## src/rtl/arm_fetch_unit_pkg.sv

```systemverilog
// Shared ARM instruction-word layout and the fetch buffer entry type.
// Field positions are also used by the control/decode path.
package arm_fetch_unit_pkg;

   localparam int INSTR_W   = 32;

   localparam int COND_MSB  = 31;
   localparam int COND_LSB  = 28;
   localparam int OP_MSB    = 27;
   localparam int OP_LSB    = 26;
   localparam int FUNCT_MSB = 25;
   localparam int FUNCT_LSB = 20;
   localparam int RD_MSB    = 15;
   localparam int RD_LSB    = 12;

   localparam int ENTRY_W   = 2 * INSTR_W;

   typedef struct packed {
      logic [INSTR_W-1:0] word;
      logic [INSTR_W-1:0] pc;
   } fetchEntry_t;

endpackage

```

## src/rtl/fetch_fifo.sv

```systemverilog
// Prefetch buffer: DEPTH-entry synchronous FIFO of {instruction, pc}.
// Flush empties the buffer and wins over a same-cycle push.
module fetch_fifo #(
   parameter int DEPTH = 2,
   parameter int W     = 64
) (
   input  logic                       clk,
   input  logic                       rst_n,
   input  logic                       push,
   input  logic [W-1:0]               pushData,
   input  logic                       pop,
   input  logic                       flush,
   output logic [W-1:0]               headData,
   output logic [$clog2(DEPTH+1)-1:0] count,
   output logic                       empty,
   output logic                       full
);

   localparam int PW = $clog2(DEPTH);
   localparam int CW = $clog2(DEPTH+1);

   logic [W-1:0]  mem [DEPTH];
   logic [PW-1:0] rdPtr;
   logic [PW-1:0] wrPtr;
   logic          doPush;
   logic          doPop;

   assign empty    = (count == '0);
   assign full     = (count == CW'(DEPTH));
   assign doPop    = pop & ~empty;
   assign doPush   = push & ~flush;
   assign headData = mem[rdPtr];

   always_ff @(posedge clk) begin
      if (!rst_n) begin
         rdPtr <= '0;
         wrPtr <= '0;
         count <= '0;
      end else if (flush) begin
         rdPtr <= '0;
         wrPtr <= '0;
         count <= '0;
      end else begin
         if (doPush) wrPtr <= wrPtr + PW'(1);
         if (doPop)  rdPtr <= rdPtr + PW'(1);
         count <= count + CW'(doPush) - CW'(doPop);
      end
   end

   // Storage needs no reset; count gates what is visible.
   always_ff @(posedge clk) begin
      if (doPush) mem[wrPtr] <= pushData;
   end

endmodule

```

## src/rtl/arm_fetch_unit.sv

```systemverilog
// Instruction-fetch front end: credit-limited word requests to imem, prefetch
// buffering, field pre-split for decode, and redirect flush with response drop.
module arm_fetch_unit
   import arm_fetch_unit_pkg::*;
#(
   parameter int          DEPTH    = 2,
   parameter logic [31:0] RESET_PC = 32'h0000_0000
) (
   input  logic        clk,
   input  logic        rst_n,
   output logic        imem_req_valid,
   input  logic        imem_req_ready,
   output logic [31:0] imem_addr,
   input  logic        imem_rsp_valid,
   input  logic [31:0] imem_rsp_data,
   input  logic        redirect,
   input  logic [31:0] redirect_pc,
   output logic        instr_valid,
   input  logic        instr_ready,
   output logic [31:0] instr,
   output logic [31:0] instr_pc,
   output logic [3:0]  cond,
   output logic [1:0]  op,
   output logic [5:0]  funct,
   output logic [3:0]  rd
);

   localparam int          CW      = $clog2(DEPTH+1);
   localparam logic [CW:0] CREDITS = (CW+1)'(DEPTH);

   logic [31:0]   pc;
   logic [31:0]   rspPc;
   logic [31:0]   target;
   logic [CW-1:0] outstanding;
   logic [CW-1:0] outstandingNext;
   logic [CW-1:0] dropCnt;
   logic [CW-1:0] fifoCount;
   logic [CW:0]   inFlight;
   logic          reqFire;
   logic          rspHit;
   logic          rspDrop;
   logic          rspPush;
   logic          popFire;
   logic          fifoEmpty;
   logic          fifoFull;
   fetchEntry_t   pushEntry;
   fetchEntry_t   headEntry;
   logic [1:0]    unusedPcLow;

   assign target      = {redirect_pc[31:2], 2'b00};
   assign unusedPcLow = redirect_pc[1:0];

   // Credit covers both words in flight and words already buffered.
   assign inFlight       = {1'b0, outstanding} + {1'b0, fifoCount};
   assign imem_req_valid = rst_n & ~redirect & (inFlight < CREDITS);
   assign imem_addr      = pc;
   assign reqFire        = imem_req_valid & imem_req_ready;

   // Responses with nothing outstanding are stale (e.g. issued before a reset).
   assign rspHit  = imem_rsp_valid & (outstanding != '0);
   assign rspDrop = rspHit & (dropCnt != '0);
   assign rspPush = rspHit & (dropCnt == '0) & ~redirect;

   assign outstandingNext = outstanding + CW'(reqFire) - CW'(rspHit);

   assign popFire         = instr_valid & instr_ready;
   assign pushEntry.word  = imem_rsp_data;
   assign pushEntry.pc    = rspPc;

   always_ff @(posedge clk) begin
      if (!rst_n) begin
         pc          <= RESET_PC;
         rspPc       <= RESET_PC;
         outstanding <= '0;
         dropCnt     <= '0;
      end else begin
         outstanding <= outstandingNext;
         if (redirect) begin
            // Everything still in flight after this cycle belongs to the old stream.
            pc      <= target;
            rspPc   <= target;
            dropCnt <= outstandingNext;
         end else begin
            if (reqFire) pc      <= pc + 32'd4;
            if (rspPush) rspPc   <= rspPc + 32'd4;
            if (rspDrop) dropCnt <= dropCnt - CW'(1);
         end
      end
   end

   fetch_fifo #(
      .DEPTH (DEPTH),
      .W     (ENTRY_W)
   ) uFifo (
      .clk      (clk),
      .rst_n    (rst_n),
      .push     (rspPush),
      .pushData (pushEntry),
      .pop      (popFire),
      .flush    (redirect),
      .headData (headEntry),
      .count    (fifoCount),
      .empty    (fifoEmpty),
      .full     (fifoFull)
   );

   assign instr_valid = ~fifoEmpty;
   assign instr       = fifoEmpty ? '0 : headEntry.word;
   assign instr_pc    = fifoEmpty ? '0 : headEntry.pc;

   assign cond  = instr[COND_MSB:COND_LSB];
   assign op    = instr[OP_MSB:OP_LSB];
   assign funct = instr[FUNCT_MSB:FUNCT_LSB];
   assign rd    = instr[RD_MSB:RD_LSB];

   // Invariants the credit scheme relies on.
   always_ff @(posedge clk) begin
      if (rst_n) begin
         assert (!(rspPush && fifoFull && !popFire));
         assert (dropCnt <= outstanding);
      end
   end

endmodule

```

## config.mk

```make
export PLATFORM = sky130hd
export DESIGN_NAME = arm_fetch_unit
export DESIGN_NICKNAME = d
export VERILOG_FILES = /design/src/rtl/arm_fetch_unit_pkg.sv /design/src/rtl/fetch_fifo.sv /design/src/rtl/arm_fetch_unit.sv
export SDC_FILE = /design/constraint.sdc
export NUM_CORES = 1
export LEC_CHECK = 0
export BUFFER_PORTS_ARGS = -buffer_cell sky130_fd_sc_hd__buf_2
export CAP_MARGIN = 20
export CORE_MARGIN = 3
export CORE_UTILIZATION = 54
export DETAILED_ROUTE_END_ITERATION = 16
export PLACE_DENSITY = 0.79
export REMOVE_ABC_BUFFERS = 1
export SETUP_SLACK_MARGIN = 0.15
export SYNTH_ARGS = -nofsm -noshare
export SYNTH_HDL_FRONTEND = slang
export SYNTH_SLANG_ARGS = --single-unit
```

## constraint.sdc

```tcl
create_clock -name clk -period 6.8 [get_ports clk]
set_input_delay 1.02 -clock clk [delete_from_list [all_inputs] [get_ports clk]]
set_output_delay 1.02 -clock clk [all_outputs]
set_load 0.01 [all_outputs]
```

==> impl_metrics.env <==
export IMPL_final_max_slew_violation_count=0
export IMPL_max_slew_worst_pin_slew_ns=0.8935
export IMPL_insertedDiodeCount=0
export IMPL_synth_seq_area_share=0.6067
export IMPL_power_per_cell_area_nw_per_um2=272.4
export IMPL_power_share_clock=0.366
export IMPL_power_switching_mw=0.6734
export IMPL_port_buffers=177
export IMPL_total_leakage_power_nw=3.802
export IMPL_die_area_um2=17120
export IMPL_reg2reg_slack_ns=3.69
export IMPL_dieWidth_um=130.8
export IMPL_gr_total_overflow=0
export IMPL_placed_cell_area_um2=9336
export IMPL_chipHeight_um=130.8
export IMPL_clock_sinks=193
export IMPL_synth_seq_cells=193
export IMPL_power_share_combinational=0.119
export IMPL_fin_tns_setup_ns=0
export IMPL_avgRoutedWirePerCell_um=16.64
export IMPL_cts_reportedPaths_clkPinSlew_ns=0.07
export IMPL_synth_area_um2=8414
export IMPL_net_total_in_the_final_layout=952
export IMPL_holdCritPathClass="reg -> reg"
export IMPL_gp_congestion=0.8570
export IMPL_route_detailed_vias_per_inst=5.592
export IMPL_drc=0
export IMPL_criticalPathCategory="reg -> out"
export IMPL_async_reset_ff_frac=0
export IMPL_cts_tree="built"
export IMPL_crit_reg2reg_capture="dropCnt[1]"
export IMPL_status="finished clean"
export IMPL_drt_pass1_iter_count=5
export IMPL_synthesis_area_per_instance_um2=11.69
export IMPL_layout_worst_path_cycle_share=0.4844
export IMPL_grt_use_total=0.2055
export IMPL_num_io_pins=184
export IMPL_internal_power_mw=2.033
export IMPL_critical_path_required_ns=5.78
export IMPL_postCtsHoldBufs=0
export IMPL_synth_main_ff_cell="edfxtp_1"
export IMPL_detailed_place_hpwl_um=12120
export IMPL_cts_root_buf="clkbuf_16"
export IMPL_fin_area_um2=9938
export IMPL_antenna_found_initial=0
export IMPL_core_area_um2=14860
export IMPL_cp_endpoint="instr_pc[15]"
export IMPL_netlist_instances=720
export IMPL_final_hold_viol_count=0
export IMPL_worst_r2r_startpoint="outstanding[0]"
export IMPL_netSwitchingFraction=0.2488
export IMPL_std_cell_rows=44
export IMPL_layout_area_overhead_vs_synth_pct=18.11
export IMPL_clockBufferDepth=2
export IMPL_irDropWorstVdd_mv=0.1713
export IMPL_yosys_cell_types_count=52
export IMPL_cts_htree_levels=4
export IMPL_clock_period_minus_final_worst_setup_slack_ns=3.294
export IMPL_worst_slew_margin_rel=0.3988
export IMPL_cts_inserted_buffers=17
export IMPL_cp_data_arrival_time_ns=2.27
export IMPL_setup_worst_path_start_class="flip-flop"
export IMPL_antenna_left=0
export IMPL_clock_latency_on_the_worst_skew_pair_ns=0.42
export IMPL_synth_edff_count=124
export IMPL_fin_skew_ns=0.01056
export IMPL_fmaxAchievable_mhz=303.6
export IMPL_setup_viol=0
export IMPL_drt_initial_drc_count=428
export IMPL_start_util=0.5661
export IMPL_grt_pass1_vias=5431
export IMPL_grt_first_pass_wirelength_um=27430
export IMPL_worst_r2r_path_depth=12
export IMPL_critical_path_endpoint_type="output pin"
export IMPL_post_cts_setup_buffers=0
export IMPL_cp_max_fo=32
export IMPL_routed_via_count=5989
export IMPL_cts_resized_gates=0
export IMPL_synth_warnings=0
export IMPL_finalWirelength_um=17820
export IMPL_power_frac_seq=0.515
export IMPL_max_cap_viol_count=0
export IMPL_drive_above_1_share=0.2638
export IMPL_unrepaired_setup_endpoints_after_global_routing="false"
export IMPL_grt_start_max_net_pins=87
==> metrics by stage <==
step                hold WS, ns  utilization  power, mW  setup slack, ns  cells
floorplan                0.4345            -      1.612           0.7602    672
global placement         0.4572       0.6281      1.729            3.417   1039
detailed placement       0.4808       0.6281      1.740            3.421   1039
CTS                      0.4971       0.6686      2.725            3.443   1071
global route             0.5156       0.6686      2.815            3.381   1071
finish                   0.4916       0.6686      2.707            3.506   1071
==> metal layers <==
layer  part of all wire  global-route usage
met5                  0                   0
met1               0.45              0.2856
met2               0.46              0.3296
met3              0.082             0.04390
met4             0.0085             0.05687
==> critical path, stage by stage, from the launching register on <==
cell and delay, ns:
dfxtp_4 0.69, buf_4 0.58, mux2i_1 0.27, nor2_1 0.07
buf_2 0.19
==> layout by cell type (no fill, tap or decap), types with 2 or more instances in the layout <==
master / Yosys / layout
a21boi_0: 4 / 4
a21oi_1: 43 / 43
a31oi_1: 6 / 6
and2_1: 6 / 6
and3_1: 11 / 10
buf_2: 1 / 177
buf_4: 20 / 6
clkbuf_1: 29 / 2
clkbuf_16: 0 / 19
clkbuf_8: 0 / 2
clkinv_4: 0 / 2
clkinvlp_4: 0 / 2
conb_1: 1 / 4
dfxtp_1: 69 / 68
edfxtp_1: 124 / 124
ha_1: 7 / 7
inv_1: 10 / 9
inv_2: 1 / 2
inv_6: 0 / 2
mux2_2: 3 / 3
mux2i_1: 63 / 63
nand2_1: 49 / 49
nand3_1: 16 / 16
nand4_1: 20 / 20
nand4_2: 2 / 2
nand4_4: 2 / 2
nor2_1: 89 / 88
nor2_4: 1 / 2
nor2b_1: 2 / 2
nor3_1: 10 / 9
nor4_1: 4 / 4
nor4_4: 2 / 2
o211a_1: 2 / 2
o211ai_1: 2 / 2
o21a_1: 2 / 2
o21ai_0: 43 / 43
or3_1: 6 / 6
xnor2_1: 23 / 23
xor2_1: 29 / 29
==> area by class of cell <==
class                           instances  area [um2]
Clock buffer                           23       510.5
Clock inverter                          9       91.34
Inverter                               11       41.29
Tap cell                              184       230.2
Fill cell                            1131        4926
Timing Repair Buffer                  183       930.9
Multi-Input combinational cell        468        3025
Sequential cell                       193        5109
==> synthesized netlist by cell type (all sizes together) (6+ instances only) <==
library cell  number  area [um2]
edfxtp           124        3724
nor2              90       345.3
dfxtp             69        1381
mux2i             63       630.6
nand2             49       183.9
a21oi             43       215.2
o21ai             43       215.2
clkbuf            29       108.9
xor2              29       254.0
nand4             24       192.7
xnor2             23       201.4
buf               22       158.9
nand3             16       80.08
and3              11       68.82
inv               11       41.29
nor3              10       50.05
ha                 7       87.58
nor4               7       80.07
a31oi              6       37.54
and2               6       37.54
or3                6       37.54
==> cell families (layout without fill, tap and decap cells) <==
group / after synthesis / after routing / synth area share
compound gates: 108 / 108 / 0.07108
simple gates: 230 / 230 / 0.1392
other cells: 1 / 4 / 0.0004457
fa+ha+maj: 8 / 8 / 0.01279
buf+inv: 62 / 226 / 0.03673
mux: 66 / 66 / 0.07896
flops: 193 / 193 / 0.6067
xor+xnor: 52 / 52 / 0.05413
==> power by group through the flow <==
stage               clock network, mW  logic [mW]  registers, mW
finish                          0.992       0.321           1.39
global route                     1.05       0.360           1.40
CTS                              1.01       0.324           1.39
detailed placement                  0       0.321           1.42
global placement                    0       0.314           1.42
floorplan                           0       0.193           1.42
==> sequential cells by signal, summed over array words and instances, names as in the netlist, named ones only <==
| name | flops |
|---|---|
| dropCnt | 2 |
| uFifo.mem | 124 |
| outstanding | 2 |
| imem_addr | 30 |
| uFifo.count | 2 |
| uFifo.rdPtr | 1 |
| rspPc | 30 |
| uFifo.wrPtr | 1 |
==> worst min path at each step <==
stage               startpoint               end  slack (ns)  cells after the start
finish               rspPc[31]  uFifo.mem[0][31]        0.49                      0
global route         rspPc[22]  uFifo.mem[0][22]        0.52                      0
CTS                  rspPc[31]  uFifo.mem[0][31]        0.50                      0
detailed placement   rspPc[31]  uFifo.mem[1][31]        0.48                      0
global placement     rspPc[31]  uFifo.mem[1][31]        0.46                      0
floorplan            rspPc[31]  uFifo.mem[0][31]        0.43                      0
(Power assumes the default switching activity.)
